`src/rtl/bin2bcd_seq.sv`:
```
// Sequential double-dabble binary-to-BCD converter.
// Each clock in SHIFT does one add-3 correction followed by one left shift.
// A WIDTH-bit word needs WIDTH iterations to convert.
// Ports:
//   clk     - system clock, rising edge
//   rst_n   - asynchronous reset, active low
//   start   - conversion request; only sampled while idle
//   bin_in  - unsigned binary operand; captured on the accepting edge
//   busy    - high while a conversion is in progress
//   done    - one-cycle strobe; bcd_out has just been updated
//   bcd_out - packed BCD result; digit i sits in bits [4i+3:4i], digit 0 is units
module bin2bcd_seq #(
  parameter int unsigned WIDTH  = 8,
  parameter int unsigned DIGITS = 3
) (
  input  logic                  clk,
  input  logic                  rst_n,
  input  logic                  start,
  input  logic [WIDTH-1:0]      bin_in,
  output logic                  busy,
  output logic                  done,
  output logic [4*DIGITS-1:0]   bcd_out
);

  localparam int unsigned BCD_W = 4 * DIGITS;
  localparam int unsigned SCR_W = BCD_W + WIDTH;
  localparam int unsigned CNT_W = $clog2(WIDTH + 1);

  typedef enum logic [0:0] {
    IDLE  = 1'b0,
    SHIFT = 1'b1
  } state_e;

  state_e             state_q, state_d;
  logic [SCR_W-1:0]   scr_q, scr_d;
  logic [CNT_W-1:0]   cnt_q, cnt_d;
  logic               busy_q, busy_d;
  logic               done_q, done_d;
  logic [BCD_W-1:0]   bcd_q, bcd_d;

  logic [SCR_W-1:0]   corr;
  logic [SCR_W-1:0]   shifted;

  // Add-3 correction for one digit. Codes 10..15 cannot occur with legal DIGITS.
  function automatic logic [3:0] add3(input logic [3:0] d);
    logic [3:0] r;
    case (d)
      4'd0, 4'd1, 4'd2, 4'd3, 4'd4: r = d;
      4'd5, 4'd6, 4'd7, 4'd8, 4'd9: r = d + 4'd3;
      default:                      r = 4'd0;
    endcase
    return r;
  endfunction

  // Correct every BCD digit, then shift the whole scratch register left by one.
  always_comb begin
    corr = scr_q;
    for (int unsigned i = 0; i < DIGITS; i++) begin
      corr[WIDTH + 4*i +: 4] = add3(scr_q[WIDTH + 4*i +: 4]);
    end
    shifted = corr << 1;
  end

  // Next-state and registered-output logic.
  always_comb begin
    state_d = state_q;
    scr_d   = scr_q;
    cnt_d   = cnt_q;
    busy_d  = busy_q;
    done_d  = 1'b0;
    bcd_d   = bcd_q;
    case (state_q)
      IDLE: begin
        if (start) begin
          scr_d   = {BCD_W'(0), bin_in};
          cnt_d   = CNT_W'(WIDTH);
          busy_d  = 1'b1;
          state_d = SHIFT;
        end
      end
      SHIFT: begin
        scr_d = shifted;
        cnt_d = cnt_q - CNT_W'(1);
        // Final iteration: publish the BCD half of the shifted register.
        if (cnt_q == CNT_W'(1)) begin
          bcd_d   = shifted[SCR_W-1 -: BCD_W];
          done_d  = 1'b1;
          busy_d  = 1'b0;
          state_d = IDLE;
        end
      end
      default: begin
        state_d = IDLE;
        busy_d  = 1'b0;
      end
    endcase
  end

  // State and output registers.
  always_ff @(posedge clk or negedge rst_n) begin
    if (!rst_n) begin
      state_q <= IDLE;
      scr_q   <= '0;
      cnt_q   <= '0;
      busy_q  <= 1'b0;
      done_q  <= 1'b0;
      bcd_q   <= '0;
    end else begin
      state_q <= state_d;
      scr_q   <= scr_d;
      cnt_q   <= cnt_d;
      busy_q  <= busy_d;
      done_q  <= done_d;
      bcd_q   <= bcd_d;
    end
  end

  assign busy    = busy_q;
  assign done    = done_q;
  assign bcd_out = bcd_q;

endmodule

```
`config.mk`:
```
export PLATFORM = sky130hd
export DESIGN_NAME = bin2bcd_seq
export DESIGN_NICKNAME = d
export VERILOG_FILES = /design/src/rtl/bin2bcd_seq.sv
export SDC_FILE = /design/constraint.sdc
export NUM_CORES = 1
export LEC_CHECK = 0
export ABC_AREA = 0
export BUFFER_PORTS_ARGS = -buffer_cell sky130_fd_sc_hd__buf_4
export CAP_MARGIN = 20
export CORE_MARGIN = 2
export CORE_UTILIZATION = 45
export CTS_CLUSTER_SIZE = 28
export DETAILED_ROUTE_END_ITERATION = 6
export GPL_ROUTABILITY_DRIVEN = 1
export PLACE_DENSITY = 0.75
export REMOVE_ABC_BUFFERS = 1
export SLEW_MARGIN = 20
export SYNTH_ARGS = -nofsm -noshare
export SYNTH_HDL_FRONTEND = slang
export SYNTH_SLANG_ARGS = --single-unit
```
`constraint.sdc`:
```
create_clock -name clk -period 2 [get_ports clk]
set_input_delay 0.1 -clock clk [delete_from_list [all_inputs] [get_ports clk]]
set_output_delay 0.1 -clock clk [all_outputs]
set_load 0.05 [all_outputs]
```
==> flow_summary.yaml <==
status:
  run_status: "finished clean"
place:
  routabilityCongestion: 0.856
  detailed_place_hpwl_um: 2740
  port_buffers: 24
  place.detailed.instances: 280
critical_path:
  regToRegSetupSlack_ns: 0.22
  critical_path.top_delay_family: "simple AND/OR/NAND/NOR gates"
  timing.setup.critical_path_class: "flip-flop to flip-flop"
  reg2reg_from: "scr_q[16]$_DFFE_PN0P_"
  arrival_ns: 1.95
  worstSetupEndpointType: "flip-flop"
  reg2regPathDepth: 6
  crit_path_max_incr_delay_ns: 0.43
  critical_path.slowest_cell: "dfrtp_1"
  worst_r2r_endpoint: "scr_q[17]$_DFFE_PN0P_"
  path_buf_inv: 1
  crit_path_max_fanout: 4
  critPathRequiredTime_ns: 2.17
  path_cells: "inv_1 > ha_1 > nor4_1 > nor3_1 > mux2i_1 > o21ai_0"
  cp-start-kind: "flip-flop"
die:
  design.die.area_um2: 5110
  core_um2: 4380
  floorplan.rows: 24
  dieWidth_um: 71.5
  vertical_extent_of_the_die_um: 71.5
  boundaryPins: 25
  initial_core_util: 0.467
power:
  power.leakage_uw: 0.00114
  total_power_uw: 3820
  power-per-cell-area_nw_per_um2: 1600
  vdd.ir_drop.worst_mv: 0.692
detailed_routing:
  avgViaCountPerCell: 5.24
  detail_route.first_pass.iterations: 4
  dr_total_vias: 1513
  postRouteWirelength_um: 3830
  drt_iter0_markers: 123
  remaining_drc_errors: 0
  wl_per_cell_um: 13.2
  drtAntennaViolNets: 0
synth:
  syn_area_per_cell_um2: 9.76
  synth_top_area_frac: 0.476
  synthesis.yosys.warnings: 0
  netlist.top_cell.by_area: "dfrtp_1"
  count_of_flip_flops_with_a_built_in_enable_after_synthesis: 0
  ys_dominant_reg_cell: "dfrtp_1"
  netlist-cell-type-count: 32
  seq_area_frac_synth: 0.476
  synth.top_cells.by_area: "dfrtp_1 (48%), ha_1 (9.2%), nand2_1 (6.4%)"
  synth_seq_cells: 39
  synthCells: 210
  mappedNetlistArea_um2: 2050
  async_reset_ff_frac: 1.00
cells_and_area:
  antenna_cells: 0
  flow.area_growth_from_synthesis_pct: 16.8
  drive_gt1_frac: 0.198
  fin_nets: 262
  commonest_non_fill_non_tap_cell_in_the_layout: "dfrtp_1"
  layoutNonFillerInstCount: 289
  most-common-layout-cells: "dfrtp_1 (39), nand2_1 (35), buf_4 (27), ha_1 (15), o21ai_0 (14)"
grt:
  wire_length_of_the_first_global_routing_pass_um: 6800
  pin_count_of_the_biggest_net_entering_global_routing: 40
  overflow: 0
  gr-usage-all-layers: 0.169
  first_global_vias: 1463
  antenna_found_initial: 0
timing:
  worst_pin_slew_ns: 0.523
  final_max_slew_viol_count: 0
  rsz_0062_raised_after_global_routing: "false"
  tns_setup_ns: 0
  final.period_utilization: 0.891
  f_max_mhz: 561
  finalWorstPathRequiredPeriod_ns: 1.78
  slew_headroom: 0.650
  clock_skew_ns: 0.00489
  timing.final.setup_violations: 0
  hold_viol: 0
clock_tree:
  clock_insertion_delay_worst_skew_ns: 0.30
  cts_root_buf: "clkbuf_8"
  cts_tree: "done"
  cts.htree.levels: 2
  cts.repair_timing.setup_buffer_count: 0
  numClockSinks: 39
  number_of_gates_resized_after_cts: 0
  count_of_hold_buffers_inserted_by_post_cts_repair: 1
  clkSlewWorstSetupHoldPaths_ns: 0.07
  cts_inserted_buffers: 5
  clk_path_buf_depth: 2
hold_path:
  min_to: "scr_q[0]$_DFFE_PN0P_"
  min_from: "bin_in[0]"
  timing.hold.worst_path_depth: 3
  worstHoldPathType: "input port to flip-flop"
run:
  maxCapViolCount: 0
[synth_stat cells, types with 5 or more instances]
cell type / count
nand2_1: 35
nor2b_1: 5
nand2b_1: 5
mux2i_1: 11
ha_1: 15
nor3_1: 10
nor2_1: 12
o21ai_2: 9
o22ai_1: 9
inv_1: 11
dfrtp_1: 39
o21ai_0: 14
clkbuf_1: 5
[power by group]
part / internal (uW) / switching (uW)
registers: 1090 / 245
clock network: 404 / 280
logic: 665 / 1140
total: 2160 / 1670
[cell families after synthesis]
group,count (synthesis),synth area share
mux,11,0.0537
simple gates,76,0.174
fa+ha+maj,15,0.0916
flops,39,0.476
xor+xnor,2,0.00855
buf+inv,22,0.0482
compound gates,45,0.148
[how the worst max path moves through the flow]
stage	from	to	depth (start not counted)
after floorplan	state_q$_DFF_PN0_	bcd_out[7]$_DFFE_PN0P_	4
after global placement	scr_q[16]$_DFFE_PN0P_	scr_q[17]$_DFFE_PN0P_	6
after detailed placement	scr_q[16]$_DFFE_PN0P_	scr_q[18]$_DFFE_PN0P_	6
after CTS	scr_q[16]$_DFFE_PN0P_	scr_q[17]$_DFFE_PN0P_	6
after global routing	scr_q[16]$_DFFE_PN0P_	scr_q[17]$_DFFE_PN0P_	6
final	scr_q[16]$_DFFE_PN0P_	scr_q[17]$_DFFE_PN0P_	6
[registers in the layout, indices dropped and copies added (netlist names)]
signal,cells
scr_q,20
bcd_out,12
cnt_q,4
busy,1
done,1
state_q,1
[stage by stage]
| step | worst slack [ns] | instance area, um2 | util | hold slack, ns |
|---|---|---|---|---|
| after floorplan | -0.0452 | 2000 | - | -0.196 |
| after global placement | 0.251 | 2270 | 0.517 | 0.0948 |
| after detailed placement | 0.239 | 2270 | 0.517 | 0.103 |
| after CTS | 0.222 | 2390 | 0.546 | 0.0442 |
| after global routing | 0.0345 | 2390 | 0.546 | 0.0826 |
| final | 0.217 | 2390 | 0.546 | 0.0494 |
[routing by layer]
layer | track usage | vias up | share of wire
li1 | - | 781 | -
met1 | 0.237 | 696 | 0.48
met2 | 0.255 | 27 | 0.46
met3 | 0.0352 | 9 | 0.039
met4 | 0.0692 | 0 | 0.019
met5 | 0 | - | 0
[tightest hold or removal path: cells and delay by family]
family,cells,cell delay (ns)
multiplexers,1,0.05
AND/OR/NAND/NOR,1,0.07
buffers and inverters,1,0.08
[area by class of cell]
class                           count  area [um2]
Tap cell                           52        65.1
Clock buffer                        6        82.6
Multi-Input combinational cell    149         975
Timing Repair Buffer               28         213
Clock inverter                      2        35.0
Sequential cell                    39         976
Fill cell                         404        1990
Inverter                           13        48.8
Power figures use the tool's default switching activity.
